## config.mk

```make
export PLATFORM = sky130hd
export DESIGN_NAME = flappy_game_ctrl
export DESIGN_NICKNAME = d
export VERILOG_FILES = /design/src/rtl/flappy_pkg.sv /design/src/rtl/flappy_game_ctrl_bcd_counter3.sv /design/src/rtl/flappy_game_ctrl.sv
export SDC_FILE = /design/constraint.sdc
export NUM_CORES = 1
export LEC_CHECK = 0
export CAP_MARGIN = 20
export CORE_AREA = 2 2 60 74
export DETAILED_ROUTE_END_ITERATION = 16
export DIE_AREA = 0 0 62 76
export MAX_ROUTING_LAYER = met4
export PLACE_DENSITY = 0.76
export SLEW_MARGIN = 20
export SYNTH_ARGS = -nofsm -noshare
export SYNTH_HDL_FRONTEND = slang
export SYNTH_HIERARCHICAL = 1
export SYNTH_SLANG_ARGS = --single-unit
```

## constraint.sdc

```tcl
create_clock -name clk -period 2.6 [get_ports clk]
set_input_delay 0.65 -clock clk [delete_from_list [all_inputs] [get_ports clk]]
set_output_delay 0.65 -clock clk [all_outputs]
set_load 0.01 [all_outputs]
```

## src/rtl/flappy_pkg.sv

```systemverilog
// Shared definitions for the flappy game controller: state encoding, score format
// and a BCD increment helper used by the score counter.
package flappy_pkg;

  typedef enum logic [2:0] {
    ST_IDLE    = 3'd0,
    ST_START   = 3'd1,
    ST_PLAYING = 3'd2,
    ST_DYING   = 3'd3,
    ST_OVER    = 3'd4
  } state_t;

  localparam int unsigned DIGIT_W      = 4;
  localparam int unsigned SCORE_DIGITS = 3;
  localparam int unsigned SCORE_W      = DIGIT_W * SCORE_DIGITS;
  localparam logic [SCORE_W-1:0] MAX_SCORE = 12'h999;

  // Ripple a +1 through the BCD digits, ones first.
  function automatic logic [SCORE_W-1:0] bcd_inc(input logic [SCORE_W-1:0] v);
    logic [SCORE_W-1:0] r;
    logic               carry;
    r     = v;
    carry = 1'b1;
    for (int unsigned i = 0; i < SCORE_DIGITS; i++) begin
      if (carry) begin
        if (r[i*DIGIT_W +: DIGIT_W] == 4'd9) begin
          r[i*DIGIT_W +: DIGIT_W] = 4'd0;
        end else begin
          r[i*DIGIT_W +: DIGIT_W] = r[i*DIGIT_W +: DIGIT_W] + 4'd1;
          carry                   = 1'b0;
        end
      end
    end
    return r;
  endfunction

endpackage

```

## src/rtl/flappy_game_ctrl_bcd_counter3.sv

```systemverilog
// Three-digit BCD counter with synchronous clear and increment, saturating at 999.
module bcd_counter3
  import flappy_pkg::*;
(
  input  logic               clk,
  input  logic               reset_n,
  input  logic               clr,
  input  logic               inc,
  output logic [SCORE_W-1:0] bcd
);

  logic [SCORE_W-1:0] r_bcd;

  always_ff @(posedge clk or negedge reset_n) begin
    if (!reset_n) begin
      r_bcd <= '0;
    end else if (clr) begin
      r_bcd <= '0;
    end else if (inc && (r_bcd != MAX_SCORE)) begin
      r_bcd <= bcd_inc(r_bcd);
    end
  end

  assign bcd = r_bcd;

endmodule

```

## src/rtl/flappy_game_ctrl.sv

```systemverilog
// Game-flow controller: IDLE->START->PLAYING->DYING->OVER sequencing, button sync,
// BCD score. High-score tracking is built only when FLAPPY_HISCORE_EN is defined.
module flappy_game_ctrl
  import flappy_pkg::*;
#(
  parameter int unsigned DEATH_FRAMES   = 30,
  parameter int unsigned LOCKOUT_FRAMES = 45,
  parameter int unsigned SYNC_STAGES    = 2
) (
  input  logic        clk,
  input  logic        reset_n,
  input  logic        frame_tick,
  input  logic        flap_btn,
  input  logic        pipe_collision,
  input  logic        pipe_passed,
  input  logic        ground_hit,
  output logic        game_enable,
  output logic        world_rst,
  output logic        flap_pulse,
  output logic [2:0]  game_state,
  output logic [11:0] score_bcd,
  output logic [11:0] hiscore_bcd,
  output logic        new_hiscore
);

  localparam logic [7:0] DEATH_LAST = 8'(DEATH_FRAMES - 1);
  localparam logic [7:0] LOCK_END   = 8'(LOCKOUT_FRAMES);

  state_t                 r_state;
  logic [SYNC_STAGES-1:0] r_sync;
  logic                   r_btn_prev;
  logic                   r_btn_edge;
  logic [7:0]             r_frame_cnt;
  logic                   r_game_en;
  logic                   r_wrst;
  logic                   r_flap;
  logic                   w_hit;
  logic                   w_inc;
  logic                   w_clr;
  logic [SCORE_W-1:0]     w_score;

  assign w_hit = pipe_collision | ground_hit;
  // A hit in the same clock as a pass wins; the pass is dropped.
  assign w_inc = (r_state == ST_PLAYING) & pipe_passed & ~w_hit;
  assign w_clr = (r_state == ST_START);

  always_ff @(posedge clk or negedge reset_n) begin
    if (!reset_n) begin
      r_sync     <= '0;
      r_btn_prev <= 1'b0;
      r_btn_edge <= 1'b0;
    end else begin
      r_sync     <= {r_sync[SYNC_STAGES-2:0], flap_btn};
      r_btn_prev <= r_sync[SYNC_STAGES-1];
      r_btn_edge <= r_sync[SYNC_STAGES-1] & ~r_btn_prev;
    end
  end

  always_ff @(posedge clk or negedge reset_n) begin
    if (!reset_n) begin
      r_state     <= ST_IDLE;
      r_frame_cnt <= '0;
      r_game_en   <= 1'b0;
      r_wrst      <= 1'b0;
      r_flap      <= 1'b0;
    end else begin
      r_wrst <= 1'b0;
      r_flap <= 1'b0;
      case (r_state)
        ST_IDLE: begin
          r_game_en <= 1'b0;
          if (r_btn_edge) begin
            r_state <= ST_START;
            r_flap  <= 1'b1;
            r_wrst  <= 1'b1;
          end
        end
        ST_START: begin
          r_state   <= ST_PLAYING;
          r_game_en <= 1'b1;
        end
        ST_PLAYING: begin
          if (w_hit) begin
            r_state     <= ST_DYING;
            r_game_en   <= 1'b0;
            r_frame_cnt <= '0;
          end else if (r_btn_edge) begin
            r_flap <= 1'b1;
          end
        end
        ST_DYING: begin
          r_game_en <= 1'b0;
          if (frame_tick) begin
            if (r_frame_cnt == DEATH_LAST) begin
              r_state     <= ST_OVER;
              r_frame_cnt <= '0;
            end else begin
              r_frame_cnt <= r_frame_cnt + 8'd1;
            end
          end
        end
        ST_OVER: begin
          r_game_en <= 1'b0;
          if (r_btn_edge && (r_frame_cnt == LOCK_END)) begin
            r_state <= ST_START;
            r_flap  <= 1'b1;
            r_wrst  <= 1'b1;
          end else if (frame_tick && (r_frame_cnt != LOCK_END)) begin
            r_frame_cnt <= r_frame_cnt + 8'd1;
          end
        end
        default: begin
          r_state   <= ST_IDLE;
          r_game_en <= 1'b0;
        end
      endcase
    end
  end

  bcd_counter3 u_score (
    .clk     (clk),
    .reset_n (reset_n),
    .clr     (w_clr),
    .inc     (w_inc),
    .bcd     (w_score)
  );

`ifdef FLAPPY_HISCORE_EN
  logic [SCORE_W-1:0] r_hiscore;
  logic               r_new_hi;

  // Packed BCD compares correctly as an unsigned number.
  always_ff @(posedge clk or negedge reset_n) begin
    if (!reset_n) begin
      r_hiscore <= '0;
      r_new_hi  <= 1'b0;
    end else begin
      if (r_state == ST_START) begin
        r_new_hi <= 1'b0;
      end else if ((r_state == ST_PLAYING) && (w_score > r_hiscore)) begin
        r_new_hi <= 1'b1;
      end
      if ((r_state == ST_PLAYING) && w_hit && (w_score > r_hiscore)) begin
        r_hiscore <= w_score;
      end
    end
  end

  assign hiscore_bcd = r_hiscore;
  assign new_hiscore = r_new_hi;
`else
  assign hiscore_bcd = '0;
  assign new_hiscore = 1'b0;
`endif

  assign game_enable = r_game_en;
  assign world_rst   = r_wrst;
  assign flap_pulse  = r_flap;
  assign game_state  = r_state;
  assign score_bcd   = w_score;

endmodule

```

# Word-level counts from Yosys, hierarchy flattened
# Cells that the tools add are included.
[totals]
register_bits = 30
inputBits = 7
out_inout_bits = 31
elab_cells = 84
[classes]
n_addsub = 4
n_eq_ne = 18
n_mux = 33
bitwise = 6
n_reduce_logical = 12
[op_table]
columns = ["cell", "count"]
rows = [
  ["$mux W8", 5],
  ["$mux W12", 2],
  ["$pmux W8 S3", 1],
  ["$mux W4", 5],
  ["$mux W3", 5],
  ["$pmux W3 S5", 1],
  ["$ne A2 B2 Y1 const B", 7],
  ["$add A4 B1 Y4 const B", 3],
  ["$eq A4 B4 Y1 const B", 3],
  ["$ne A12 B12 Y1 const B", 1],
  ["$mux W1", 11],
  ["$reduce_and A5 Y1", 2],
  ["$add A8 B1 Y8 const B", 1],
  ["$eq A8 B5 Y1 const B", 1],
  ["$eq A8 B6 Y1 const B", 1],
  ["$ne A8 B6 Y1 const B", 1],
  ["$eq A3 B2 Y1 const B", 2],
  ["$reduce_bool A2 Y1", 3],
  ["$pmux W1 S2", 2],
  ["$reduce_and A2 Y1", 2],
  ["$and A1 B1 Y1", 3],
  ["$eq A3 B1 Y1 const B", 1],
  ["$eq A3 B3 Y1 const B", 1],
  ["$logic_and A1 B1 Y1", 3],
  ["other kinds (5)", 6],
]

# Depth between registers and ports, before layout
[depth]
ltp_word = 12
ltp_mapped = 8

# Cells and area by module
# Netlist, hierarchy kept.
[modules_own_cells]
columns = ["module", "n_inst", "cells_each", "area_each_um2", "seq_area_each_um2"]
rows = [
  ["flappy_game_ctrl", 1, 112, 1144.8, 450.4],
  ["bcd_counter3", 1, 80, 799.5, 300.3],
]

# Least setup slack after synthesis
# Ideal clock, no wire load.
[synth_timing]
path_type = "input -> register"
startpoint = "in ground_hit"
endpoint = "reg u_score.r_bcd[8], in the netlist u_score/bcd[8]"
arrival_time_ns = 2.039
slack_ns = 0.436
path_stages = 7
path_cell_list = "nor3_1 -> and3_1 -> buf_4 -> nand4b_2 -> buf_2 -> nor3_2 -> mux2_2"
[synth_between]
elab_chain_cells = 6
[synth_rtl]
columns = ["element", "line_no", "text"]
rows = [
  ["from (decl)", "flappy_game_ctrl.sv:16", "input logic ground_hit,"],
  ["$or A1 B1 Y1", "flappy_game_ctrl.sv:42", "assign w_hit = pipe_collision | ground_hit;"],
  ["$not A1 Y1", "flappy_game_ctrl.sv:44", "assign w_inc = (r_state == ST_PLAYING) & pipe_passed & ~w_hit;"],
  ["$and A1 B1 Y1", "flappy_game_ctrl.sv:44", ""],
  ["via w_inc", "flappy_game_ctrl.sv:38", "logic w_inc;"],
  ["$logic_and A1 B1 Y1", "flappy_game_ctrl_bcd_counter3.sv:19", "end else if (inc && (r_bcd != MAX_SCORE)) begin"],
  ["$reduce_bool A2 Y1 (no line)", "-", ""],
  ["$reduce_and A2 Y1 (no line)", "-", ""],
  ["to (signal assigned)", "flappy_game_ctrl_bcd_counter3.sv:20", "r_bcd <= bcd_inc(r_bcd);"],
  ["to (decl)", "flappy_game_ctrl_bcd_counter3.sv:12", "logic [SCORE_W-1:0] r_bcd;"],
]
# The timed path passes the listed nets, and every way through them passes these cells.
# A chain may end at the register's enable or synchronous reset.

# Worst setup path after layout
[layout_timing]
startpoint = "in ground_hit"
endpoint = "reg u_score.r_bcd[7], in the netlist u_score/bcd[7]"
# Same word-level chain as after synthesis.

==> results.yml <==
critical_path:
  worstPathArrival_ns: 2.51
  path_cells: "clkdlybuf4s50_1 > nor3_1 > and3_1 > nand4b_2 > or3_1 > a311oi_1"
  critPathLaunchType: "primary input"
  cp_max_fo: 11
  slowest_stage: "or3_1"
  r2r-end: "r_frame_cnt[7]$_DFFE_PN0P_"
  cpPeakStageDelay_ns: 0.43
  path_buf_inv: 1
  crit_type: "in2reg"
  r2r_slack_ns: 0.48
  cp_top_family: "simple AND/OR/NAND/NOR gates"
  worstPathRequired_ns: 2.78
  ff2ff_path_depth: 6
  r2r-start: "r_frame_cnt[1]$_DFFE_PN0P_"
  cp-end-kind: "flop"
sta:
  fin_crit_sh_pct: 89.8
  worst_hold_slack_ns: 0.350
  hold_violations: 0
  setup_viol: 0
  slew_headroom_pct: 60.1
  drv_slew: 0
  rsz0062_at_grt: "no"
  fin_ws_ns: 0.264
  period_minus_slack_ns: 2.34
  max_freq_mhz: 428
  worst_pin_slew_ns: 0.598
  timing.setup.tns_ns: 0
  skew_ns: 0.00693
logic_synthesis:
  synth_cell_type_count: 54
  synth_edf_count: 0
  synth_top_area_share_pct: 38.6
  synth-seq-cells: 30
  synthArstFlopShare_pct: 100
  synthCells: 192
  yosysTopAreaCell: "dfrtp_1"
  synth_area_sq_um: 1940
  synth_flop_cell: "dfrtp_1"
  avgSynthCellArea_sq_um: 10.1
  synthTopCellsByArea: "dfrtp_1, buf_4, ha_1, o21bai_2, a21oi_1"
  ys_seq_area_share_pct: 38.6
  yosysWarnings: 6
place:
  dp_cells: 271
  place.gp.congestion: 0.845
  port_buffers: 24
  place_area_sq_um: 2210
  dp_slack_ns: -0.0482
  dp_hpwl_um: 2740
global_routing:
  grt_pass1_vias: 1473
  grtUsageTotal_pct: 18.6
  grt_start_max_net_pins: 31
  grt_pass1_wl_um: 6620
  grt_overflow: 0
  antenna_found_initial: 0
cells_and_area:
  finish.instance_area_sq_um: 2320
  fin_cells: 279
  final_core_utilization_pct: 57.1
  area_delta_synth_final_pct: 19.4
  mostFrequentLayoutCells: "dfrtp_1, clkdlybuf4s50_1, conb_1"
  diodes: 0
  layout_commonest_cell: "dfrtp_1"
  drive_gt1_share_pct: 15.7
  nNetsFinal: 237
clock_tree:
  worstSkewPairLatency_ns: 0.28
  cts_buffers: 5
  cts_num_sinks: 30
  cts_resized: 0
  cts_tree: "done"
  cts_setup_buffers: 0
  cts-htree-levels: 2
  cts_buffer_depth: 2
  cts_root_buffer: "clkbuf_8"
  hold_buffers: 0
  clkSlewWorstSetupHoldPaths_ns: 0.07
route:
  drt_first_iter_violations: 111
  routed_wl_um: 3930
  drc_errors: 0
  vias_per_cell: 5.58
  num_vias: 1557
  drtAntennaViolNets: 0
  wl_per_cell_um: 14.1
  dr.pass1.iters: 4
floorplanning:
  ios: 38
  core_area_sq_um: 4070
  rows: 26
  die-height_um: 76
  dieArea_sq_um: 4710
  start_util_pct: 47.8
  dieWidth_um: 62
power_and_ir_drop:
  leakagePower_nw: 1.04
  irDropWorstVdd_mv: 0.505
  power.density_nw_per_um2: 853
  total_power_mw: 1.98
worst_hold_path:
  hold_path_end: "r_sync[1]$_DFF_PN0_"
  hold_class: "reg2reg"
  hp-start: "r_sync[0]$_DFF_PN0_"
  whs_path_depth: 0
job:
  drv_cap: 0
status:
  outcome: "finished clean"
layout make-up:
| cell class | count | area (sq um) |
|---|---|---|
| Clock inverter | 3 | 40.0 |
| Fill cell | 368 | 1740 |
| Multi-Input combinational cell | 141 | 1040 |
| Sequential cell | 30 | 751 |
| Timing Repair Buffer | 35 | 323 |
| Inverter | 9 | 33.8 |
| Clock buffer | 5 | 68.8 |
| Tap cell | 56 | 70.1 |
worst max-delay path by stage:
stage,startpoint,to,slack [ns],cells after the start
2_1_floorplan,ground_hit,u_score/bcd[8]$_DFFE_PN0P_,0.44,7
3_3_place_gp,ground_hit,u_score/bcd[10]$_DFFE_PN0P_,0.06,7
3_5_place_dp,ground_hit,u_score/bcd[7]$_DFFE_PN0P_,-0.05,6
4_1_cts,ground_hit,u_score/bcd[7]$_DFFE_PN0P_,0.24,6
5_1_grt,ground_hit,u_score/bcd[10]$_DFFE_PN0P_,0.1,7
6_report,ground_hit,u_score/bcd[7]$_DFFE_PN0P_,0.26,6
Yosys cell counts (2+ instances only):
| library cell | instances |
|---|---|
| nor3_1 | 3 |
| and3_1 | 2 |
| a211o_1 | 3 |
| a311oi_1 | 2 |
| mux2_2 | 2 |
| or3_1 | 3 |
| buf_2 | 3 |
| nand2b_1 | 3 |
| nand3_1 | 9 |
| and4b_1 | 2 |
| o21ai_0 | 4 |
| mux2i_1 | 5 |
| and3b_1 | 2 |
| o21ai_1 | 5 |
| o221ai_1 | 2 |
| or4_1 | 3 |
| nor2_1 | 7 |
| and4_1 | 2 |
| a21oi_1 | 11 |
| o31ai_1 | 4 |
| dfrtp_1 | 30 |
| a31o_1 | 3 |
| o21bai_2 | 5 |
| nor2b_1 | 3 |
| inv_1 | 9 |
| clkbuf_1 | 3 |
| buf_6 | 2 |
| nand2_1 | 9 |
| ha_1 | 8 |
| buf_4 | 16 |
| nand3b_1 | 2 |
| a221oi_1 | 3 |
registers in the layout, indices dropped and copies added (netlist names):
| name | cells |
|---|---|
| game_enable | 1 |
| u_score/bcd | 12 |
| r_frame_cnt | 8 |
| game_state | 3 |
| flap_pulse | 1 |
| r_sync | 2 |
| r_btn_prev | 1 |
| world_rst | 1 |
| r_btn_edge | 1 |
report_power, final:
group	switching [mW]	internal (mW)
clock network	0.184	0.282
logic	0.434	0.381
registers	0.130	0.570
total	0.749	1.23
per-layer routing:
metal  GRT usage, %  vias up  part of all wire (%)
met2           31.0       39                    53
met5              -        -                     0
li1               -      745                     -
met1           20.9      768                    42
met4           5.53        0                   1.0
met3           5.26        5                   4.3
worst register-to-register path, cell delays in order, from the launching register on:
cell	delay, ns
dfrtp_1	0.45
inv_1	0.08
ha_1	0.13
or3b_1	0.51
o31a_1	0.52
o21ai_0	0.22
mux2i_1	0.09
logic make-up (layout without fill, tap and decap cells):
| kind of cell | Yosys count | count (layout) | share of synthesized area [%] |
|---|---|---|---|
| fa+ha+maj | 8 | 8 | 5.15 |
| other cells | 1 | 13 | 0.193 |
| flops | 30 | 30 | 38.6 |
| buf+inv | 33 | 52 | 10.4 |
| simple gates | 59 | 59 | 19.4 |
| compound gates | 54 | 54 | 22.5 |
| mux | 7 | 7 | 3.73 |
Power figures use the tool's default switching activity.
